## src/rtl/icache_if.sv

```systemverilog
// rtl/icache_if.sv - fetch (datapath) and refill (memory) channels of the instruction cache
interface icache_if;
  logic        imemREN;
  logic [31:0] imemaddr;
  logic        ihit;
  logic [31:0] imemload;
  logic        iREN;
  logic [31:0] iaddr;
  logic        iwait;
  logic [31:0] iload;
  logic [31:0] hit_count;
  logic [31:0] miss_count;

  modport slave (
    input  imemREN, imemaddr, iwait, iload,
    output ihit, imemload, iREN, iaddr, hit_count, miss_count
  );

  modport master (
    output imemREN, imemaddr, iwait, iload,
    input  ihit, imemload, iREN, iaddr, hit_count, miss_count
  );
endinterface

```

## src/rtl/icache.sv

```systemverilog
// rtl/icache.sv - direct-mapped one-word-block instruction cache with single-word refill
// Define ICACHE_STATS_EN to build the saturating hit/miss counters.
module icache #(
  parameter int SETS = 16
) (
  input logic     CLK,
  input logic     RST,
  icache_if.slave bus
);
  localparam int IDX_W = $clog2(SETS);
  localparam int TAG_W = 30 - IDX_W;

  typedef enum logic {IDLE, FETCH} state_t;
  state_t state, next_state;

  logic [SETS-1:0]  valid;
  logic [TAG_W-1:0] tags [SETS];
  logic [31:0]      data [SETS];
  logic [31:0]      miss_addr;

  logic [IDX_W-1:0] idx, fill_idx;
  logic [TAG_W-1:0] tag, fill_tag;
  logic             lookup_hit, miss, fill;
  logic             unused_bits;

  assign idx         = bus.imemaddr[IDX_W+1:2];
  assign tag         = bus.imemaddr[31:IDX_W+2];
  assign fill_idx    = miss_addr[IDX_W+1:2];
  assign fill_tag    = miss_addr[31:IDX_W+2];
  assign lookup_hit  = bus.imemREN & valid[idx] & (tags[idx] == tag);
  assign unused_bits = ^bus.imemaddr[1:0];
  assign bus.iaddr   = miss_addr;

  always_ff @(posedge CLK or posedge RST) begin
    if (RST) state <= IDLE;
    else     state <= next_state;
  end

  always_comb begin
    next_state = state;
    case (state)
      IDLE:    if (bus.imemREN && !lookup_hit) next_state = FETCH;
      FETCH:   if (!bus.iwait) next_state = IDLE;
      default: next_state = IDLE;
    endcase
  end

  always_comb begin
    bus.ihit     = 1'b0;
    bus.imemload = '0;
    bus.iREN     = 1'b0;
    miss         = 1'b0;
    fill         = 1'b0;
    case (state)
      IDLE: begin
        bus.ihit = lookup_hit;
        if (lookup_hit) bus.imemload = data[idx];
        miss = bus.imemREN & ~lookup_hit;
      end
      FETCH: begin
        bus.iREN = 1'b1;
        fill     = ~bus.iwait;
      end
      default: ;
    endcase
  end

  always_ff @(posedge CLK or posedge RST) begin
    if (RST) begin
      valid     <= '0;
      miss_addr <= '0;
    end else begin
      if (miss) miss_addr <= {bus.imemaddr[31:2], 2'b00};
      if (fill) valid[fill_idx] <= 1'b1;
    end
  end

  // Tag/data carry no reset; the valid bit alone qualifies them.
  always_ff @(posedge CLK) begin
    if (fill) begin
      tags[fill_idx] <= fill_tag;
      data[fill_idx] <= bus.iload;
    end
  end

`ifdef ICACHE_STATS_EN
  logic [31:0] hits_q, misses_q;

  always_ff @(posedge CLK or posedge RST) begin
    if (RST) begin
      hits_q   <= '0;
      misses_q <= '0;
    end else begin
      if (bus.ihit && hits_q != 32'hFFFF_FFFF) hits_q <= hits_q + 32'd1;
      if (miss && misses_q != 32'hFFFF_FFFF)   misses_q <= misses_q + 32'd1;
    end
  end

  assign bus.hit_count  = hits_q;
  assign bus.miss_count = misses_q;
`else
  assign bus.hit_count  = '0;
  assign bus.miss_count = '0;
`endif
endmodule

```

## src/flat_wrapper.sv

```systemverilog
// flat-port wrapper written by rule: the top's interface ports become plain ports
module icache_flat 
#(
  parameter int SETS = 16
)
  (CLK, RST, bus_imemREN, bus_imemaddr, bus_iwait, bus_iload, bus_ihit, bus_imemload, bus_iREN, bus_iaddr, bus_hit_count, bus_miss_count);
  icache_if bus_i ();
  input logic CLK;
  input logic RST;
  input wire logic [$bits(bus_i.imemREN)-1:0] bus_imemREN;
  input wire logic [$bits(bus_i.imemaddr)-1:0] bus_imemaddr;
  input wire logic [$bits(bus_i.iwait)-1:0] bus_iwait;
  input wire logic [$bits(bus_i.iload)-1:0] bus_iload;
  output wire logic [$bits(bus_i.ihit)-1:0] bus_ihit;
  output wire logic [$bits(bus_i.imemload)-1:0] bus_imemload;
  output wire logic [$bits(bus_i.iREN)-1:0] bus_iREN;
  output wire logic [$bits(bus_i.iaddr)-1:0] bus_iaddr;
  output wire logic [$bits(bus_i.hit_count)-1:0] bus_hit_count;
  output wire logic [$bits(bus_i.miss_count)-1:0] bus_miss_count;
  assign bus_i.imemREN = bus_imemREN;
  assign bus_i.imemaddr = bus_imemaddr;
  assign bus_i.iwait = bus_iwait;
  assign bus_i.iload = bus_iload;
  assign bus_ihit = bus_i.ihit;
  assign bus_imemload = bus_i.imemload;
  assign bus_iREN = bus_i.iREN;
  assign bus_iaddr = bus_i.iaddr;
  assign bus_hit_count = bus_i.hit_count;
  assign bus_miss_count = bus_i.miss_count;
  icache #(.SETS(SETS)) u_core (.CLK(CLK), .RST(RST), .bus(bus_i));
endmodule
```

## config.mk

```make
export PLATFORM = sky130hd
export DESIGN_NAME = icache_flat
export DESIGN_NICKNAME = d
export VERILOG_FILES = /design/src/rtl/icache_if.sv /design/src/rtl/icache.sv /design/src/flat_wrapper.sv
export SDC_FILE = /design/constraint.sdc
export NUM_CORES = 1
export LEC_CHECK = 0
export CAP_MARGIN = 20
export CORE_UTILIZATION = 35
export DETAILED_ROUTE_END_ITERATION = 8
export PLACE_DENSITY_LB_ADDON = 0.15
export SYNTH_ARGS = -nofsm -noshare
export SYNTH_HDL_FRONTEND = slang
export SYNTH_SLANG_ARGS = --single-unit
```

## constraint.sdc

```tcl
create_clock -name CLK -period 5.1 [get_ports CLK]
set_clock_uncertainty 0.05 [all_clocks]
set_input_delay 1.02 -clock CLK [delete_from_list [all_inputs] [get_ports CLK]]
set_output_delay 1.02 -clock CLK [all_outputs]
set_load 0.005 [all_outputs]
```

# After elaboration in Yosys (flattened, before gate mapping)
# Memory sizes are Yosys's and may differ from the RTL's.
# Cells that the tools add are included.
word_totals:
  regBits: 47
  ram_bits: 928
  inputBits: 68
  out_inout_bits: 130
  word_cells: 34
  mem_count: 2
memory_table:
  columns: ["name", "depth", "word_bits", "rd", "rd_clocked_by_memory_dff", "write_ports", "line_no", "rtl"]
  rows:
  - ["u_core.data", 16, 32, 1, 0, 1, "icache.sv:18", "logic [31:0] data [SETS];"]
  - ["u_core.tags", 16, 26, 1, 0, 1, "icache.sv:17", "logic [TAG_W-1:0] tags [SETS];"]
classes:
  order_cmp: 3
  eq_ne: 1
  muxes: 15
  bitwise_logic: 7
  n_reduce_logical: 3
ops:
  columns: ["op", "count"]
  rows:
  - ["32-bit 2-to-1 mux", 2]
  - ["26-bit equality test", 1]
  - ["16-bit bitwise OR", 1]
  - ["4-bit by 5-bit less-than comparator with 1-bit output (second input constant)", 2]
  - ["1-bit 2-to-1 mux", 10]
  - ["1-bit binary-select mux with 4-bit select", 1]
  - ["1-bit demux with 4-bit select", 1]
  - ["4-bit by 1-bit >= comparator with 1-bit output (second input constant)", 1]
  - ["1-bit AND", 3]
  - ["1-bit inverter", 3]
  - ["1-bit logical AND", 2]
  - ["1-bit one-hot mux with 2 select lines", 1]
  - ["1-bit zero test", 1]

# Logic depth before layout (Yosys ltp)
# Gate-level depths: netlist of run 1.
logic_depth:
  word_depth: 8
  depth_mapped: 15
  depth_no_buf: 8

# Worst setup path before layout of run 1
# No wires, ideal clock.
synth_path:
  path_kind: "input to register"
  start: "in bus_iwait"
  end: "reg u_core.valid[0]"
  setup_time_ps: 89
  arrival_ps: 5840
  required_time_ps: 4961
  path_slack_ps: -879
  stages: 4
  path_cell_list: "nor2b_1 -> nand3_1 -> nor3_1 -> or2_2"
synth_between:
  elab_chain_len: 2
synth_lines:
  columns: ["element", "line_no", "rtl"]
  rows:
  - ["start: declaration", "flat_wrapper.sv:12", "input wire logic [$bits(bus_i.iwait)-1:0] bus_iwait;"]
  - ["1-bit inverter", "icache.sv:62", "fill = ~bus.iwait;"]
  - ["1-bit 2-to-1 mux", "icache.sv:54", "case (state)"]
  - ["end signal: assignment", "icache.sv:70", "valid <= '0;"]
  - ["end signal: indexed assignment", "icache.sv:74", "if (fill) valid[fill_idx] <= 1'b1;"]
  - ["end: declaration", "icache.sv:16", "logic [SETS-1:0] valid;"]
# Every way passes these cells.
# A chain may end at the register's enable or synchronous reset.

# Final worst setup path of run 1
layout_path:
  start: "in bus_imemaddr[4]"
  end: "out bus_imemload[5]"
layout_between:
  elab_chain_len: 6
layout_lines:
  columns: ["element", "line_no", "rtl"]
  rows:
  - ["start: declaration", "flat_wrapper.sv:11", "input wire logic [$bits(bus_i.imemaddr)-1:0] bus_imemaddr;"]
  - ["branches (longest 4 deep; another with memory read 16 x 26 bit)", null, null]
  - ["32-bit 2-to-1 mux (*)", "icache.sv:57", "if (lookup_hit) bus.imemload = data[idx];"]
  - ["32-bit 2-to-1 mux (*)", "icache.sv:54", null]
  - ["end: declaration", "flat_wrapper.sv:15", "output wire logic [$bits(bus_i.imemload)-1:0] bus_imemload;"]
# Every way passes the cells marked *. The select of a mux whose other input is x is not followed.

==> out/qor.yml, run 1 <==
finish:
  area_growth_pct: 19.84
  nets: 2247
  stdcell_area_um2: 47040
  diodes: 0
  drive_gt1_share_pct: 32.07
  fin_util_pct: 42.38
route:
  post-route-drc-count: 0
  wl_per_cell_um: 27.63
  drtAntennaViolNets: 0
  vias_per_cell: 5.202
  drtIter0Drc: 1721
  via_count: 19530
  drt_pass1_iterations: 6
  wirelength_um: 103700
synth:
  yosysWarnings: 0
  synthAdderAreaFrac_pct: 0
  synth_edf_count: 928
  syn_area_um2: 39250
  synth_cell_type_count: 62
  synth-compound-area-share_pct: 2.809
  synthXorXnorAreaFrac_pct: 0.7587
  synth-main-ff-cell: "edfxtp_1"
  synth_cells: 1868
  synth.area.mux_share_pct: 16.46
  synth-seq-area-share_pct: 74.00
  yosys_register_bits: 975
  synthSimpleGateAreaFrac_pct: 2.751
  avgSynthCellArea_um2: 21.01
  synth_top_family_by_area: "multiplexers"
  async_reset_ff_share_pct: 4.821
clock_tree:
  cts_made_buffers: 103
  clkSlewWorstSetupHoldPaths_ns: 0.05
  cts_hold_buf: 0
  clock-root-buffer: "clkbuf_16"
  cts_tree: "done"
  clock_sinks: 975
  cts_htree_levels: 3
  clock_path_buffers: 3
  clock_latency_ns: 0.67
setup_path:
  path_buf_inv: 8
  startpoint_type: "primary input"
  r2r_slack_ns: 1.66
  r2r_cells: 9
  crit_arrival_ns: 4.09
  path_class: "primary input to output port"
  crit_fanout: 6
  cp_slowest_stage_delay_ns: 0.53
  path_cells: "buf_16 -> buf_12 -> buf_16 -> mux4_2 -> mux2i_2 -> xor2_1 -> nor2_1 -> or4_4 -> nor3_2 -> buf_4 -> nand4_4 -> buf_12 -> buf_12 -> buf_16 -> nor3b_2 -> buf_2"
  cpLargestDelayFamily: "buffers and inverters"
  crit_required_ns: 4.03
  crit_path_top_delay_cell: "or4_4"
  r2r_end: "u_core.bus.iaddr[17]$_DFFE_PP0P_"
  end_kind: "output port"
  r2r-start: "u_core.tags[15][17]$_DFFE_PP_"
worst_hold_path:
  min_to: "u_core.valid[0]$_DFFE_PP0P_"
  hold_start: "u_core.valid[0]$_DFFE_PP0P_"
  hp-class: "flip-flop to flip-flop"
  hold_depth: 1
power:
  pwr-share-seq_pct: 51.4
  switching_power_mw: 4.203
  power.density_nw_per_um2: 393.7
  p_leak_nw: 15.42
  combPwrFrac_pct: 8.1
  swShare_pct: 22.70
  vdd_drop_max_mv: 0.2744
  internal_power_mw: 14.32
  pwr-share-clk_pct: 40.5
floorplanning:
  die-area_um2: 113500
  ioPinCount: 198
  rows: 122
  coreArea_um2: 111000
  die_h_um: 336.9
  start_util_pct: 35.37
  die_w_um: 336.9
run:
  max_cap_violations: 0
timing:
  maxSlewHeadroom_pct: 35.47
  min_period_ns: 5.158
  setup_viol: 24
  fmax_mhz: 193.9
  rsz0062_at_grt: "true"
  hold_viol: 0
  tns_ns: -0.8912
  drv_slew: 0
  tightest_slew_ns: 0.9680
  period_share_pct: 101.1
  setup_ws_ns: -0.05814
placement:
  gp_congestion: 0.7810
  io_buffers: 129
  hpwl_um: 55300
  post_dp_cell_area_um2: 43280
global_route:
  antenna_found_initial: 4
  grt.total_usage_pct: 18.50
  grt_remaining_overflow: 0
  grt_pass1_wl_um: 149300
  grt_max_degree: 62
  grt_pass1_vias: 20260
run_status:
  violations: "negative setup slack"
  status: "complete, but fails checks"
==> Yosys cell counts (27+ instances only) <==
master / instances / area share (%)
edfxtp_1: 928 / 71
mux4_2: 234 / 13
buf_4: 73 / 1.4
nor3b_2: 29 / 0.92
a2111oi_0: 30 / 0.67
a32oi_1: 30 / 0.67
buf_2: 33 / 0.42
dfrtp_1: 47 / 3.0
inv_1: 33 / 0.32
nand2_1: 46 / 0.44
clkbuf_1: 48 / 0.46
o21ai_1: 27 / 0.34
mux2i_1: 71 / 1.8
==> cells by family (layout without fill, tap and decap cells) <==
kind of cell | after synthesis | after routing
DFF | 975 | 975
and+or+nand+nor | 167 | 167
AOI/OAI and AO/OA | 146 | 146
buffers and inverters | 208 | 542
muxes | 337 | 337
xor gates and xnor gates | 34 | 34
other | 1 | 66
==> state kept, by name, indices dropped and copies added (netlist names) <==
register	count
u_core.data	512
u_core.tags	416
u_core.state	1
u_core.valid	16
u_core.bus.iaddr	30
==> placed cells by master (no fill, tap or decap), types with 30 or more instances in the layout <==
cell / n
a32oi_1: 30
conb_1: 66
clkbuf_16: 104
mux4_2: 234
inv_1: 32
clkbuf_1: 30
buf_4: 139
clkdlybuf4s50_1: 92
a2111oi_0: 30
nand2_1: 46
dfrtp_1: 46
edfxtp_1: 928
buf_12: 32
mux2i_1: 66
==> per-stage QoR <==
step | instances | total power [mW] | setup WS [ns] | hold WS (ns)
3_3_place_gp | 3542 | 11.13 | -0.7792 | 0.3970
3_5_place_dp | 3542 | 11.18 | -0.6654 | 0.3998
5_1_grt | 3755 | 19.16 | -0.1558 | 0.4196
6_report | 3755 | 18.52 | -0.05814 | 0.4138
4_1_cts | 3755 | 18.74 | -0.1604 | 0.4135
2_1_floorplan | 1933 | 10.40 | 0.2946 | 0.3837
==> worst max path at each step <==
stage	from	end	slack, ns	depth (start not counted)
final	bus_imemaddr[4]	bus_imemload[5]	-0.06	16
after detailed placement	bus_imemaddr[3]	bus_imemload[31]	-0.67	14
after CTS	bus_imemaddr[4]	bus_imemload[20]	-0.16	16
after global placement	bus_imemaddr[3]	bus_imemload[31]	-0.78	14
after global routing	bus_imemaddr[4]	bus_imemload[0]	-0.16	16
after floorplan	bus_imemaddr[2]	bus_imemload[22]	0.29	9
==> what timing repair did <==
item | CTS | global route
setup endpoints to repair | 33 | 33
pin swaps | 22 | 21
resized for setup | 164 | 14
setup buffers | 14 | 0
gates cloned | 6 | 0
==> metal layers <==
| metal | vias to the layer above | GRT usage, % | part of all wire [%] |
|---|---|---|---|
| met5 | - | 0 | 0.046 |
| met2 | 542 | 30.38 | 48 |
| met3 | 136 | 2.232 | 4.2 |
| met1 | 10570 | 26.26 | 46 |
| met4 | 8 | 4.362 | 1.9 |
| li1 | 8279 | - | - |
==> layout make-up <==
cell class                 count  area, um^2
clock buffer                 143        2839
clock inverter                50       553.0
fill                        9679       63940
inverter                      35       132.6
multi-input combinational    750        9465
sequential                   975       29050
tap                         1488        1862
timing repair buffer         314        3137
==> power by group through the flow <==
| stage | Combinational [mW] | Clock [mW] | Sequential, mW |
|---|---|---|---|
| floorplan | 0.827 | 0 | 9.57 |
| global placement | 1.47 | 0 | 9.67 |
| detailed placement | 1.48 | 0 | 9.70 |
| CTS | 1.52 | 7.69 | 9.53 |
| global route | 1.61 | 7.98 | 9.57 |
| finish | 1.50 | 7.50 | 9.53 |
(Power assumes the default switching activity.)
==> run 2: changes to the inputs <==
--- a/config.mk
+++ b/config.mk
@@ -5,10 +5,12 @@
 export SDC_FILE = /design/constraint.sdc
 export NUM_CORES = 1
 export LEC_CHECK = 0
+export ABC_AREA = 0
 export CAP_MARGIN = 20
 export CORE_UTILIZATION = 35
 export DETAILED_ROUTE_END_ITERATION = 8
 export PLACE_DENSITY_LB_ADDON = 0.15
+export SLEW_MARGIN = 10
 export SYNTH_ARGS = -nofsm -noshare
 export SYNTH_HDL_FRONTEND = slang
 export SYNTH_SLANG_ARGS = --single-unit
==> results of run 2 <==
The final DEF is identical to that of run 1; final timing and power are the same.
==> run 3: changes to the inputs <==
--- a/config.mk
+++ b/config.mk
@@ -10,7 +10,7 @@
 export CORE_UTILIZATION = 35
 export DETAILED_ROUTE_END_ITERATION = 8
 export PLACE_DENSITY_LB_ADDON = 0.15
-export SLEW_MARGIN = 10
+export SLEW_MARGIN = 40
 export SYNTH_ARGS = -nofsm -noshare
 export SYNTH_HDL_FRONTEND = slang
 export SYNTH_SLANG_ARGS = --single-unit
==> constraint.sdc (replaced) <==
create_clock -name CLK -period 5.3 [get_ports CLK]
set_clock_uncertainty 0.05 [all_clocks]
set_input_delay 1.06 -clock CLK [delete_from_list [all_inputs] [get_ports CLK]]
set_output_delay 1.06 -clock CLK [all_outputs]
set_load 0.005 [all_outputs]
==> out/qor.yml, run 3 (synthesis gave the netlist of run 1 again) <==
placement:
  io_buffers: 129
  placedCellCount: 3541
  pre_cts_slack_ns: -0.5131
  gp_congestion: 0.7821
  hpwl_um: 56670
setup_path:
  cpLargestDelayFamily: "buffers and inverters"
  crit_arrival_ns: 4.10
  r2r_cells: 8
  cp_slowest_stage_delay_ns: 0.49
  path_cells: "buf_16 -> buf_12 -> buf_12 -> buf_12 -> mux4_2 -> mux2i_2 -> mux2i_1 -> xnor2_1 -> o311ai_1 -> a211oi_2 -> buf_4 -> nand4_4 -> buf_12 -> buf_12 -> buf_12 -> nor3b_4 -> buf_2"
  path_buf_inv: 9
  crit_top_cell: "buf_12"
  end_kind: "output port"
  crit_required_ns: 4.19
  path_class: "primary input to output port"
  crit_fanout: 6
  startpoint_type: "primary input"
  path_depth: 17
  crit_path_top_delay_cell: "mux4_2"
route:
  wl_per_cell_um: 27.20
  drt_pass1_iterations: 5
  drtIter0Drc: 1638
  vias_per_cell: 5.211
  via_count: 19600
  post-route-drc-count: 0
  wirelength_um: 102300
  drtAntennaViolNets: 0
global_route:
  grt_remaining_overflow: 0
  grt_pass1_vias: 20180
  grt_pass1_wl_um: 146600
  grt_max_degree: 89
  antenna_found_initial: 7
  grt.total_usage_pct: 18.11
timing:
  drv_slew: 0
  setup_viol: 0
  maxSlewHeadroom_pct: 47.43
  period_share_pct: 98.26
  setup_ws_ns: 0.09203
  min_period_ns: 5.208
  hold_viol: 0
  tightest_slew_ns: 0.7866
  rsz0062_at_grt: "true"
  fmax_mhz: 192.0
finish:
  largest-register: "u_core.data"
  drive_gt1_share_pct: 31.05
  multi_input_area_um2: 9487
  seq_area_um2: 29050
  diodes: 0
  largest_reg_flops: 512
  final_common_cell: "edfxtp_1"
  nFillCells: 9662
  area_growth_pct: 20.27
  stdcell_count: 3762
  layout_common_cells: "928 x edfxtp_1, 235 x mux4_2, 139 x buf_4"
  nets: 2254
floorplanning:
  rows: 122
  die-area_um2: 113500
  coreArea_um2: 111000
  die_h_um: 336.9
  start_util_pct: 35.37
  die_w_um: 336.9
  ioPinCount: 198
clock_tree:
  cts_tree: "done"
  clkSlewWorstSetupHoldPaths_ns: 0.06
  clock-root-buffer: "clkbuf_16"
  cts_htree_levels: 3
  clock_path_buffers: 3
  cts_made_buffers: 104
  clock_sinks: 975
  clock_latency_ns: 0.68
power:
  p_leak_nw: 15.54
  vdd_drop_max_mv: 0.2785
  power.density_nw_per_um2: 375.5
worst_hold_path:
  hold_depth: 1
  hp-class: "flip-flop to flip-flop"
run:
  max_cap_violations: 0
run_status:
  status: "complete, no violations"
## run 3: cell count changes in the layout (fill, tap and decap cells not counted), moves of 3 or more
cell,before,now
nor3b_2,29,25
clkbuf_1,30,23
clkdlybuf4s15_2,3,0
buf_2,29,4
clkbuf_8,9,6
clkbuf_2,0,4
clkinv_2,24,21
clkinv_1,11,22
dlygate4sd2_1,0,24
buf_16,7,4
buf_12,32,39
nor3b_4,3,7
## run 3: metrics by stage
step	hold slack, ns	utilization (%)	total power, mW	cell area (um^2)	TNS, ns
final	0.4119	42.54	17.73	47210	0
after global routing	0.4202	42.54	18.30	47210	-0.06969
after CTS	0.4130	42.31	17.89	46960	-0.1767
after detailed placement	0.3974	39.08	10.75	43370	-11.26
after global placement	0.3958	39.03	10.70	43310	-13.55
after floorplan	0.3837	-	10.00	39510	0
## run 3: path summary, 6_finish.rpt
kind | slack, ns | start | end
worst max-delay path | 0.09 | bus_imemaddr[4] | bus_imemload[28]
worst min-delay path | 0.41 | u_core.valid[4]$_DFFE_PP0P_ | u_core.valid[4]$_DFFE_PP0P_
worst max register to register | 1.74 | u_core.tags[12][17]$_DFFE_PP_ | u_core.bus.iaddr[10]$_DFFE_PP0P_
worst min register to register | 0.41 | u_core.valid[4]$_DFFE_PP0P_ | u_core.valid[4]$_DFFE_PP0P_
max in group asynchronous | 3.62 | RST | u_core.valid[3]$_DFFE_PP0P_
min in group asynchronous | 0.74 | RST | u_core.bus.iaddr[3]$_DFFE_PP0P_
## run 3: power breakdown
group | switching [mW] | leakage (nW) | internal, mW | total (mW)
Sequential | 0.267 | 8.96 | 8.87 | 9.14
Combinational | 0.792 | 4.93 | 0.680 | 1.47
Clock | 3.02 | 1.65 | 4.10 | 7.12
Total | 4.07 | 15.5 | 13.7 | 17.7
## run 3: timing repair
| action | in CTS | in global routing |
|---|---|---|
| resized for setup | 66 | 34 |
| setup endpoints to repair | 33 | 21 |
| setup buffers | 8 | 16 |
| endpoints found under the hold margin | 0 | 0 |
| gates cloned | 2 | 0 |
| pin swaps | 2 | 16 |
| hold buffers | 0 | 0 |
## run 3: worst register-to-register path: cells and delay by family, from the launching register on
| kind | cells | cell delay (ns) |
|---|---|---|
| AOI/OAI and AO/OA | 3 | 0.52 |
| muxes | 2 | 1.01 |
| xor gates and xnor gates | 1 | 0.23 |
| DFF | 1 | 0.39 |
| and+or+nand+nor | 2 | 1.21 |
## run 3: layout make-up
cell class | count | share of cell area [%]
well taps | 1488 | 3.944
inverters | 35 | 0.2810
flip-flops and latches | 975 | 61.53
multi-input cells | 750 | 20.10
clock inverters | 61 | 1.251
repair buffers | 320 | 7.024
clock buffers | 133 | 5.871
## run 3: metal layers
layer	vias to the layer above	part of all wire, %	track usage [%]
li1	8287	-	-
met1	10610	45	25.53
met2	568	49	29.63
met3	133	4.9	2.996
met4	8	1.7	3.646
met5	-	0.045	0
